[src/rtl/mem_arb_pkg.sv]
// Shared types and default sizing for the two-master dpram port-A arbiter.
package mem_arb_pkg;

   localparam int AW_DEF       = 10;
   localparam int DW_DEF       = 16;
   localparam int HOLD_MAX_DEF = 8;

   typedef enum logic [1:0] {IDLE, LOCK0, LOCK1} arb_state_t;

   typedef logic midx_t;

endpackage

[src/rtl/mem_arbiter_rr_pick2.sv]
// Two-way request picker; round-robin on ties when MEM_ARB_RR_EN is defined,
// fixed priority to master 0 otherwise.
module rr_pick2
   import mem_arb_pkg::*;
(
   input  logic [1:0] req,
   input  midx_t      last,
   output midx_t      sel
);

`ifdef MEM_ARB_RR_EN
   always_comb begin
      if (req == 2'b11) sel = ~last;
      else              sel = (req == 2'b10);
   end
`else
   logic unused_last;
   assign unused_last = last;
   assign sel         = (req == 2'b10);
`endif

endmodule

[src/rtl/mem_arbiter.sv]
// Two-master arbiter for dpram port A with lock/hold and bounded starvation.
// Optional round-robin tie-break via the MEM_ARB_RR_EN macro.
module mem_arbiter
   import mem_arb_pkg::*;
#(
   parameter int AW       = AW_DEF,
   parameter int DW       = DW_DEF,
   parameter int HOLD_MAX = HOLD_MAX_DEF
) (
   input  logic          clk,
   input  logic          reset,
   input  logic          m0_req,
   input  logic          m1_req,
   input  logic          m0_we,
   input  logic          m1_we,
   input  logic          m0_lock,
   input  logic          m1_lock,
   input  logic [AW-1:0] m0_addr,
   input  logic [AW-1:0] m1_addr,
   input  logic [DW-1:0] m0_wdata,
   input  logic [DW-1:0] m1_wdata,
   output logic          m0_gnt,
   output logic          m1_gnt,
   output logic          m0_rvalid,
   output logic          m1_rvalid,
   output logic [DW-1:0] m0_rdata,
   output logic [DW-1:0] m1_rdata,
   output logic          mem_en,
   output logic [AW-1:0] mem_addr,
   output logic [DW-1:0] mem_data,
   input  logic [DW-1:0] mem_q
);

   localparam int CW = $clog2(HOLD_MAX + 1);

   arb_state_t    state;
   midx_t         last;
   logic [CW-1:0] hold_cnt;
   logic [1:0]    rd_pend;
   logic          hand_vld;
   midx_t         hand_to;

   midx_t         pick;
   midx_t         sel;
   logic          gnt;
   logic          sel_we;
   logic          sel_lock;
   logic          oth_req;
   logic [AW-1:0] sel_addr;
   logic [DW-1:0] sel_wdata;
   logic [CW-1:0] base_cnt;

   rr_pick2 u_pick (
      .req  ({m1_req, m0_req}),
      .last (last),
      .sel  (pick)
   );

   // Lock owner first, then a pending forced handover, then the picker.
   always_comb begin
      sel = pick;
      if (state == LOCK0 && m0_req)                           sel = 1'b0;
      else if (state == LOCK1 && m1_req)                      sel = 1'b1;
      else if (hand_vld && (hand_to ? m1_req : m0_req))       sel = hand_to;
      gnt       = !reset && (sel ? m1_req : m0_req);
      sel_we    = sel ? m1_we    : m0_we;
      sel_lock  = sel ? m1_lock  : m0_lock;
      sel_addr  = sel ? m1_addr  : m0_addr;
      sel_wdata = sel ? m1_wdata : m0_wdata;
      oth_req   = sel ? m0_req   : m1_req;
      base_cnt  = ((state == LOCK0 && !sel) || (state == LOCK1 && sel)) ? hold_cnt : '0;
   end

   assign m0_gnt    = gnt && !sel;
   assign m1_gnt    = gnt && sel;
   assign mem_en    = gnt && sel_we;
   assign mem_addr  = gnt ? sel_addr  : '0;
   assign mem_data  = gnt ? sel_wdata : '0;
   assign m0_rvalid = rd_pend[0] && !reset;
   assign m1_rvalid = rd_pend[1] && !reset;
   assign m0_rdata  = mem_q;
   assign m1_rdata  = mem_q;

   always_ff @(posedge clk) begin
      if (reset) begin
         state    <= IDLE;
         last     <= 1'b1;
         hold_cnt <= '0;
         rd_pend  <= '0;
         hand_vld <= 1'b0;
         hand_to  <= 1'b0;
      end else begin
         rd_pend  <= {m1_gnt && !m1_we, m0_gnt && !m0_we};
         hand_vld <= 1'b0;
         if (!gnt) begin
            state    <= IDLE;
            hold_cnt <= '0;
         end else if (sel_lock && (!oth_req || int'(base_cnt) + 1 < HOLD_MAX)) begin
            state    <= sel ? LOCK1 : LOCK0;
            hold_cnt <= oth_req ? base_cnt + 1'b1 : base_cnt;
         end else begin
            // Unlocked transfer, or the hold budget ran out with the partner waiting.
            state    <= IDLE;
            hold_cnt <= '0;
            last     <= sel;
            if (sel_lock) begin
               hand_vld <= 1'b1;
               hand_to  <= ~sel;
            end
         end
      end
   end

endmodule

[config.mk]
export PLATFORM = sky130hd
export DESIGN_NAME = mem_arbiter
export DESIGN_NICKNAME = d
export VERILOG_FILES = /design/src/rtl/mem_arb_pkg.sv /design/src/rtl/mem_arbiter_rr_pick2.sv /design/src/rtl/mem_arbiter.sv
export SDC_FILE = /design/constraint.sdc
export NUM_CORES = 1
export LEC_CHECK = 0
export ABC_AREA = 1
export BUFFER_PORTS_ARGS = -buffer_cell sky130_fd_sc_hd__clkbuf_2
export CAP_MARGIN = 25
export CORE_MARGIN = 2
export CORE_UTILIZATION = 36
export CTS_CLUSTER_SIZE = 12
export DETAILED_ROUTE_END_ITERATION = 8
export PLACE_DENSITY = 0.86
export SYNTH_ARGS = -nofsm -noshare
export SYNTH_HDL_FRONTEND = slang
export SYNTH_HIERARCHICAL = 1
export SYNTH_SLANG_ARGS = --single-unit
export TNS_END_PERCENT = 100
[constraint.sdc]
create_clock -name clk -period 3 [get_ports clk]
set_input_delay 0.6 -clock clk [delete_from_list [all_inputs] [get_ports clk]]
set_output_delay 0.6 -clock clk [all_outputs]
set_load 0.05 [all_outputs]
# Yosys cells after proc, flatten, opt, wreduce, memory -nomap -nowiden
# Cells that the tools add are included.
[op_classes]
add_sub_neg = 2
n_mul = 0
div_mod_pow = 0
magnitude_cmp = 1
n_eq_ne = 3
shifts = 0
mux = 16
bitwise = 3
n_reduce_logical = 24
[ops]
columns = ["op", "n"]
rows = [
  ["$mux W16", 2],
  ["$mux W10", 2],
  ["$logic_and A1 B1 Y1", 14],
  ["$mux W1", 9],
  ["$mux W4", 2],
  ["$reduce_or A3 Y1", 2],
  ["$add A4 B1 Y5 const B", 1],
  ["$logic_not A1 Y1", 5],
  ["$lt A5 B4 Y1 const B", 1],
  ["$add A4 B1 Y4 const B", 1],
  ["$eq A2 B2 Y1 const B", 2],
  ["$not A1 Y1", 3],
  ["$reduce_and A3 Y1", 1],
  ["$eq A2 B1 Y1 const B", 1],
  ["$logic_or A1 B1 Y1", 2],
  ["$mux W2", 1],
]
[word_totals]
register_bits = 10
latch_bits = 0
mem_bits_rw = 0
romBits = 0
inputBits = 76
elab_cells = 54
memories = 0

# Depth between registers and ports, before layout
# Gate-level depths: netlist (run 1).
[depth]
ltp_word = 15
depth_mapped = 18
ltp_nobuf = 18

# Modules after synthesis
# The synthesis (run 1) kept the hierarchy.
[by_module_without_submodules]
columns = ["module", "n_inst", "cells_per_inst", "area_per_inst_um2", "seq_area_each_um2"]
rows = [
  ["mem_arbiter", 1, 160, 1183.6, 220.2],
  ["rr_pick2", 1, 2, 10.0, 0.0],
]

# Worst setup path before layout (run 1)
# Ideal clock, no wire load.
[synth_path]
kind = "input -> output"
startpoint = "in m1_req"
endpoint = "out mem_addr[5]"
t_arrival_ps = 2175
slack_ps = 225
cell_stages = 11
cell_sequence = "inv_1 > nor2_2 > nand2_1 > nand2_2 > nand2_4 > o21ai_2 > a21oi_4 > nand2_4 > inv_2 > buf_2 > a22o_1"
[synth_via]
elab_cells_between_ends = 11
[synth_lines]
columns = ["item", "line_no", "source"]
rows = [
  ["from (decl)", "mem_arbiter.sv:13", "input logic m1_req,"],
  ["$eq A2 B2 Y1 *", "mem_arbiter_rr_pick2.sv:19", "assign sel = (req == 2'b10);"],
  ["via pick", "mem_arbiter.sv:43", "midx_t pick;"],
  ["$mux W1 *", "mem_arbiter.sv:64", "else if (hand_vld && (hand_to ? m1_req : m0_req)) sel = hand_to;"],
  ["$mux W1 *", "mem_arbiter.sv:63", "else if (state == LOCK1 && m1_req) sel = 1'b1;"],
  ["$mux W1 *", "mem_arbiter.sv:62", "if (state == LOCK0 && m0_req) sel = 1'b0;"],
  ["$mux W1", "mem_arbiter.sv:65", "gnt = !reset && (sel ? m1_req : m0_req);"],
  ["$logic_and A1 B1 Y1", "mem_arbiter.sv:65", ""],
  ["$mux W10 *", "mem_arbiter.sv:77", "assign mem_addr = gnt ? sel_addr : '0;"],
  ["to (decl)", "mem_arbiter.sv:29", "output logic [AW-1:0] mem_addr,"],
]
# Mark *: on every way through the listed nets, which the timed path passes. The rest lies on a longest branch.

# Worst setup path after layout (run 1)
[layout_path]
startpoint = "in m0_req"
endpoint = "out mem_data[13]"
[layout_via]
elab_chain_cells = 8
elab_cells_between_ends = 11
[layout_rtl]
columns = ["item", "line_no", "source"]
rows = [
  ["from (decl)", "mem_arbiter.sv:12", "input logic m0_req,"],
  ["$mux W1", "mem_arbiter.sv:64", ""],
  ["$logic_and A1 B1 Y1", "mem_arbiter.sv:64", ""],
  ["$mux W1", "mem_arbiter.sv:64", ""],
  ["$mux W1", "mem_arbiter.sv:63", ""],
  ["$mux W1", "mem_arbiter.sv:62", ""],
  ["$mux W1", "mem_arbiter.sv:65", ""],
  ["$logic_and A1 B1 Y1", "mem_arbiter.sv:65", ""],
  ["$mux W16 *", "mem_arbiter.sv:78", "assign mem_data = gnt ? sel_wdata : '0;"],
  ["to (decl)", "mem_arbiter.sv:30", "output logic [DW-1:0] mem_data,"],
]
# Mark *: on every way between the ends. The rest lies on a longest branch, timed or not.

==> results of run 1 <==
==> worst paths after layout <==
check                 endpoint      from  depth (start not counted)  slack (ns)
setup / recovery  mem_data[13]    m0_req                         12        0.18
hold / removal      rd_pend[1]     m1_we                          2        0.52
setup reg to reg       hand_to  state[0]                         18        0.88
hold reg to reg        hand_to   hand_to                          4        0.54
==> routing by layer <==
metal | track usage [%] | part of all wire (%)
met1 | 18.6 | 40
met2 | 24.9 | 53
met3 | 1.28 | 5.6
met4 | 7.14 | 0.96
met5 | 0 | 0
==> through the flow <==
stage          hold WS (ns)  utilization, %
2_1_floorplan         0.502               -
3_3_place_gp          0.525            45.4
3_5_place_dp          0.539            45.4
4_1_cts               0.527            46.6
5_1_grt               0.527            47.4
6_report              0.523            47.4
==> layout make-up <==
class,instances,area [µm²]
Tap cell,44,55.1
Timing Repair Buffer,91,493
Sequential cell,10,200
Clock buffer,4,36.3
Inverter,21,83.8
Fill cell,318,1610
Multi-Input combinational cell,89,578
==> flip-flops by register name, indices dropped and copies added (netlist names) <==
| name | flops |
|---|---|
| state | 2 |
| rd_pend | 2 |
| hand_vld | 1 |
| hold_cnt | 4 |
| hand_to | 1 |
==> worst reg2reg max path: stages (launching register included) <==
cell and delay [ns]:
sky130_fd_sc_hd__dfxtp_1 0.32, sky130_fd_sc_hd__inv_2 0.05, sky130_fd_sc_hd__nand2_2 0.06, sky130_fd_sc_hd__nand2_1 0.05, sky130_fd_sc_hd__nand2_1 0.08, sky130_fd_sc_hd__nand2_2 0.09
sky130_fd_sc_hd__nand2_1 0.12, sky130_fd_sc_hd__nand2_1 0.06, sky130_fd_sc_hd__nand2_1 0.09, sky130_fd_sc_hd__inv_1 0.07, sky130_fd_sc_hd__nor2_1 0.15, sky130_fd_sc_hd__ha_1 0.20
sky130_fd_sc_hd__nand3_1 0.10, sky130_fd_sc_hd__nor2_1 0.18, sky130_fd_sc_hd__a21boi_2 0.09, sky130_fd_sc_hd__nand2_1 0.11, sky130_fd_sc_hd__nand3_1 0.09, sky130_fd_sc_hd__nand2_1 0.07
sky130_fd_sc_hd__nor2_1 0.04
==> power groups by stage <==
stage	Clock, mW	Sequential (mW)	Combinational, mW
after floorplan	0	0.139	0.281
after global placement	0	0.139	0.230
after detailed placement	0	0.139	0.233
after CTS	0.122	0.136	0.234
after global routing	0.130	0.136	0.252
final	0.119	0.136	0.237
==> timing repair <==
| item | 4_1_cts | 5_1_grt |
|---|---|---|
| hold endpoints to repair | 0 | 0 |
| resized for setup | 0 | 29 |
| setup endpoints to repair | 0 | 25 |
==> impl_summary.txt, run 1 <==
----------------------------------------------------
[Run]
  Count of max-cap constraint violations ... 0

[Cells and area]
  Post-route insts no fill ... 259
  Layout cells sized above 1 ... about 50%
  Commonest non-fill, non-tap cell in the layout ... sky130_fd_sc_hd__clkbuf_2
  Total number of nets in the final design ... 293
  Final standard cell area without fillers ... approximately 0.0014 mm²
  Ant. Diodes ... 0
  Post-synthesis to final-layout area growth ... 25.0%
  Most frequent cells in the layout ... sky130_fd_sc_hd__clkbuf_2, sky130_fd_sc_hd__a22o_1, sky130_fd_sc_hd__nand2_1

[Drt]
  DR DRC count ... 0
  Detailed router's first-iteration violation count ... 45
  Routed wire length per instance ... 11.6 µm
  Number of iterations in the first detailed-routing pass ... 5
  Wire length reported by the detailed router ... between 3 and 4 mm
  Number of vias in the routed layout ... between 1k and 1.5k
  Count of nets left with antenna violations after detail routing ... 0
  Via density per instance ... approximately 4.6

[STA]
  Clock Skew ... 0.00396 ns
  Post-route fraction of the period consumed by the critical path ... a little over nine tenths
  Minimum clock period after layout ... ~2.8 ns
  Final number of setup-violating endpoints ... 0
  Unrepaired setup endpoints after global routing ... false
  Worst slew pin tran ... slightly below 0.3 ns
  Total count of max-transition violations in the final report ... 0
  Worst Setup Slack, final ... roughly 0.18 ns
  Slew headroom ... 80.5%
  Setup TNS ... 0 ns
  Max Clk Rate ... roughly 350 MHz
  Final hold viol count ... 0

[Logic synthesis]
  Yosys warning total ... 6
  Mean post-synth cell area ... approximately 7.4 µm²
  Synthesized netlist cell count ... between 150 and 200
  Post-Synthesis Cell Area ... between 0.001 and 0.0015 mm²
  Mapped Nets ... approximately 230

[GRT]
  Leftover overflow at the end of global routing ... 0
  Initial antenna violation count ... 0
  Combined global-route utilization of all metal layers ... 14.6%
  Maximum number of pins on one net before global-route repair ... 29
  Via count of the first global-routing pass ... 1066
  Global-route wire length before repair ... about 4.1 mm

[Pwr]
  IR drop worst, VDD ... between 0.1 and 0.15 mV
  Sw Ratio ... between 40% and 50%
  Cell internal power dissipation ... 0.288 mW
  Proportion of power drawn by flip-flops and latches ... between 20% and 30%
  Final total power ... just under 0.5 mW
  PD cells ... ~340 mW/mm²
  Combinational share of power ... around half
  Reported net switching power ... slightly above 0.2 mW
  Reported leakage power ... about 0.85 nW
  Clock Power Share ... 24.2%

[Clock network]
  H-tree levels ... 1
  Sink count of the clock tree ... 10
  Clock slew at the register clock pins of the worst setup and hold paths ... approximately 0.060 ns
  Worst-skew pair later-pin latency ... 0.26 ns
  Num CTS Buffers ... 3
  Clock tree from TritonCTS ... built
  Cell at the root of the clock tree ... sky130_fd_sc_hd__clkbuf_4
  Longest Clk Path Bufs ... 2
  Quantity of hold-fixing buffers added after cts ... 0
  Buffer count from post-CTS setup fixing ... 0

[Worst setup path]
  Endpoint kind of the worst setup timing path ... output port
  WP data arrival ... roughly 2.2 ns
  List of cells traversed by the critical path ... clkbuf_2 > nand3_1 > nand2_1 > nand2_2 > nand2_4 > o21ai_2 > a21oi_4 > nand2_4 > inv_2 > buf_12 > a22o_1 > clkbuf_2
  Crit path max-delay cell type ... sky130_fd_sc_hd__clkbuf_2
  Critical path startpoint category ... primary input
  Maximum fanout encountered on the critical timing path ... 21
  Bufs and invs on worst path ... 4
  Required time reported for the critical path endpoint ... about 2.4 ns
  Delay-heaviest family, CP ... buffers and inverters
  Delay of the slowest cell on the worst path ... 0.27 ns
  WS Path Type ... primary input to output port

[Floorplan]
  Chip Height ... 60.7 µm
  X dimension of the die ... roughly 61 µm
  Initial Utilization ... between 30% and 40%
  Row Count ... 20
  Area enclosed by the die boundary ... 0.00368 mm²
  Core Footprint ... roughly 0.0031 mm²
  Boundary Pins ... 139

[Placement]
  Estimated wirelength of the detail-placed design ... about 2.6 mm
  Worst slack, placed ... around 0.13 ns
  PortBufs ... 90
  Weighted congestion reported at the end of routability-driven placement ... 0.866
  Cell area after placement ... roughly 0.0014 mm²
  Cells after DPL ... 255

[Worst hold path]
  Worst min path class ... primary input to register

[Status]
  Result of the run ... finished, final reports clean

----------------------------------------------------
Note: power is estimated with default switching activity, not from simulation.
==> run 2: changes to the inputs <==
CORE_UTILIZATION = 35   (was 36)
SYNTH_HIERARCHICAL = not set   (was 1)
==> impl_summary.txt, run 2 <==
----------------------------------------------------
[Status]
  Result of the run ... finished, final reports clean

[Pwr]
  Combinational share of power ... 48.3% (+0.2 points)
  Reported net switching power ... 0.223 mW (+9.2%)
  Proportion of power drawn by flip-flops and latches ... 27.2% (-0.5 points)
  Cell internal power dissipation ... 0.287 mW (-0.47%)
  Reported leakage power ... 0.800 nW (-5.5%)
  Sw Ratio ... 43.8% (+2.3 points)
  Clock Power Share ... 24.5% (+0.3 points)
  IR drop worst, VDD ... 0.184 mV (+36%)
  PD cells ... 365 mW/mm² (+7.3%)

[Logic synthesis]
  Share of synthesized registers carrying an async set or reset ... 0%
  Mean post-synth cell area ... 7.83 µm² (+6.2%)
  Sequential element share of the synthesized area ... 17.9%
  Most instantiated flip-flop cell in the synthesis netlist ... sky130_fd_sc_hd__dfxtp_1
  Yosys warning total ... 0 (-6)
  Flip-flop and latch count after synthesis ... 10
  Number of distinct library cell variants in the gate-level netlist after synthesis ... 29
  Mapped Nets ... 220 (-6.0%)
  Top cells by count, synth ... sky130_fd_sc_hd__buf_4, sky130_fd_sc_hd__a22o_1, sky130_fd_sc_hd__nand2_1, sky130_fd_sc_hd__inv_1, sky130_fd_sc_hd__dfxtp_1
  Most common cell in the synthesized netlist ... sky130_fd_sc_hd__buf_4
  EDFF count, synth ... 0
  Dominant cells by area after synthesis ... sky130_fd_sc_hd__buf_4, sky130_fd_sc_hd__a22o_1, sky130_fd_sc_hd__dfxtp_1, sky130_fd_sc_hd__nand2_1, sky130_fd_sc_hd__inv_1
  Most area-hungry cell type in the Yosys netlist ... sky130_fd_sc_hd__buf_4
  Post-Synthesis Cell Area ... 0.00112 mm² (-3.2%)
  Synthesized netlist cell count ... 143 (-8.9%)
  Share of Yosys cell area claimed by the top area cell type ... around 21%

[Worst setup path]
  Crit path max-delay cell type ... sky130_fd_sc_hd__nor2_8
  Endpoint kind of the worst setup timing path ... output port
  List of cells traversed by the critical path ... clkbuf_2 > inv_2 > a21oi_2 > nand2_1 > nand2_2 > inv_2 > nor2_8 > a22o_1 > clkbuf_2
  WP data arrival ... 2.02 ns (-0.20 ns)
  Critical path startpoint category ... primary input
  Delay of the slowest cell on the worst path ... 0.32 ns (+0.05 ns)
  Setup slack of the worst register-to-register path ... 1.19 ns (+0.31 ns)
  WS Path Type ... primary input to output port
  Maximum fanout encountered on the critical timing path ... 28 (+33%)
  Required time reported for the critical path endpoint ... 2.40 ns (about the same)

[Cells and area]
  Most frequent cells in the layout ... sky130_fd_sc_hd__clkbuf_2, sky130_fd_sc_hd__a22o_1, sky130_fd_sc_hd__nand2_1
  Layout cells sized above 1 ... 59.4% (+9.2 points)
  Ant. Diodes ... 0 (unchanged)
  Post-synthesis to final-layout area growth ... 24.7%
  Register bank with the most flops ... hold_cnt
  Multi-input logic area ... 573 µm² (-0.87%)
  Total number of nets in the final design ... 280 (-4.4%)
  Final core utilization ... 45.7% (-1.6 points)
  Largest registers ranked by flip-flop count ... hold_cnt (4), rd_pend (2), state (2)
  Total area of sequential cells ... 200 µm² (unchanged)
  Commonest non-fill, non-tap cell in the layout ... sky130_fd_sc_hd__clkbuf_2
  Number of flip-flops in the largest register ... 4 (unchanged)
  Final standard cell area without fillers ... 0.00140 mm² (-3.5%)
  Filler instances ... 321 (+0.94%)

[STA]
  Worst slew pin tran ... 0.371 ns (+0.0767 ns)
  Clock Skew ... 0.00129 ns (-0.00267 ns)
  Worst Setup Slack, final ... 0.376 ns (+0.195 ns)
  Minimum clock period after layout ... 2.62 ns (-0.195 ns)
  Max Clk Rate ... 381 MHz (+7.4%)
  Worst slack on hold paths ... 0.495 ns (-0.0274 ns)
  Final hold viol count ... 0 (unchanged)
  Final number of setup-violating endpoints ... 0 (unchanged)
  Setup TNS ... 0 ns (unchanged)
  Total count of max-transition violations in the final report ... 0 (unchanged)
  Unrepaired setup endpoints after global routing ... false
  Post-route fraction of the period consumed by the critical path ... 87.5% (-6.5 points)
  Slew headroom ... 75.3% (-5.2 points)

[Clock network]
  Cell at the root of the clock tree ... sky130_fd_sc_hd__clkbuf_4
  Buffer count from post-CTS setup fixing ... 0 (unchanged)
  Clock slew at the register clock pins of the worst setup and hold paths ... 0.07 ns (about the same)
  Num CTS Buffers ... 3 (unchanged)
  Clock tree from TritonCTS ... built
  Sink count of the clock tree ... 10 (unchanged)
  Worst-skew pair later-pin latency ... 0.27 ns (about the same)
  Quantity of hold-fixing buffers added after cts ... 0 (unchanged)
  H-tree levels ... 1 (unchanged)
  Number of instances resized during post-cts repair ... 0 (unchanged)
  Longest Clk Path Bufs ... 2 (unchanged)

[Drt]
  Via density per instance ... 4.68 (+0.99%)
  Count of nets left with antenna violations after detail routing ... 0 (unchanged)
  Detailed router's first-iteration violation count ... 19 (-58%)
  DR DRC count ... 0 (unchanged)
  Number of iterations in the first detailed-routing pass ... 4 (-1)
  Wire length reported by the detailed router ... 2.93 mm (-2.9%)
  Number of vias in the routed layout ... 1151 (-4.1%)
  Routed wire length per instance ... 11.9 µm (+2.2%)

[Placement]
  Cell area after placement ... 0.00136 mm² (-1.8%)
  PortBufs ... 90 (unchanged)
  Worst slack, placed ... 0.391 ns (+0.257 ns)
  Weighted congestion reported at the end of routability-driven placement ... 0.890 (+2.7%)
  Estimated wirelength of the detail-placed design ... 2.45 mm (-5.7%)

[Floorplan]
  Initial Utilization ... 36.7% (-1.2 points)
  X dimension of the die ... 60.6 µm (-0.22%)
  Area enclosed by the die boundary ... 0.00367 mm² (-0.44%)
  Boundary Pins ... 139 (unchanged)
  Chip Height ... 60.6 µm (-0.22%)
  Row Count ... 20 (unchanged)
  Core Footprint ... 0.00305 mm² (unchanged)

[Run]
  Count of max-cap constraint violations ... 0 (unchanged)

[GRT]
  Via count of the first global-routing pass ... 987 (-7.4%)
  Maximum number of pins on one net before global-route repair ... 29 (unchanged)
  Combined global-route utilization of all metal layers ... 14.9% (+0.25 points)
  Global-route wire length before repair ... 4.16 mm (+0.48%)
  Initial antenna violation count ... 0 (unchanged)
  Leftover overflow at the end of global routing ... 0 (unchanged)

[Worst hold path]
  Worst min path class ... register to register

----------------------------------------------------
-- run 2: metrics by stage --
| stage | power (mW) | instances |
|---|---|---|
| after floorplan | 0.432 | 143 |
| after global placement | 0.387 | 242 |
| after detailed placement | 0.389 | 242 |
| after CTS | 0.515 | 246 |
| after global routing | 0.536 | 246 |
| final | 0.510 | 246 |
-- run 2: power groups by stage --
| stage | clock network (mW) | logic (mW) | registers [mW] |
|---|---|---|---|
| floorplan | 0 | 0.291 | 0.141 |
| global placement | 0 | 0.246 | 0.142 |
| detailed placement | 0 | 0.247 | 0.142 |
| CTS | 0.129 | 0.248 | 0.139 |
| global route | 0.134 | 0.263 | 0.139 |
| finish | 0.125 | 0.247 | 0.139 |
-- run 2: cell type report --
class | instances | area share (%)
Sequential cell | 10 | 14.3
Multi-Input combinational cell | 79 | 41.0
Timing Repair Buffer | 91 | 32.8
Clock buffer | 4 | 2.60
Tap cell | 44 | 3.94
Inverter | 18 | 5.29
-- run 2: worst max-delay path, delay by kind of cell --
family / cells / cell delay, ns
buffers and inverters: 4 / 0.57
AND/OR/NAND/NOR: 3 / 0.55
AO/OA/AOI/OAI: 2 / 0.30
-- run 2: cell families (layout without fill, tap and decap cells) --
group | Yosys count | count (layout) | share of synthesized area (%)
adders and majority gates | 1 | 1 | 1.12
AOI/OAI and AO/OA | 35 | 35 | 27.6
DFF | 10 | 10 | 17.9
xor gates and xnor gates | 1 | 1 | 0.782
buffers and inverters | 54 | 113 | 30.9
and+or+nand+nor | 42 | 42 | 21.7
-- run 2: final timing paths --
| kind | startpoint | end | depth (start not counted) |
|---|---|---|---|
| hold reg to reg | hand_to | hand_to | 2 |
| setup / recovery | m0_req | mem_data[15] | 9 |
| hold / removal | hand_to | hand_to | 2 |
| setup reg to reg | state[0] | hold_cnt[2] | 13 |
-- run 2: routing by layer --
layer	vias to the layer above	wire, µm	GRT usage, %
met5	-	0	0
met3	8	264	5.12
met4	0	36	4.97
li1	573	-	-
met2	48	1450	23.3
met1	522	1180	19.2
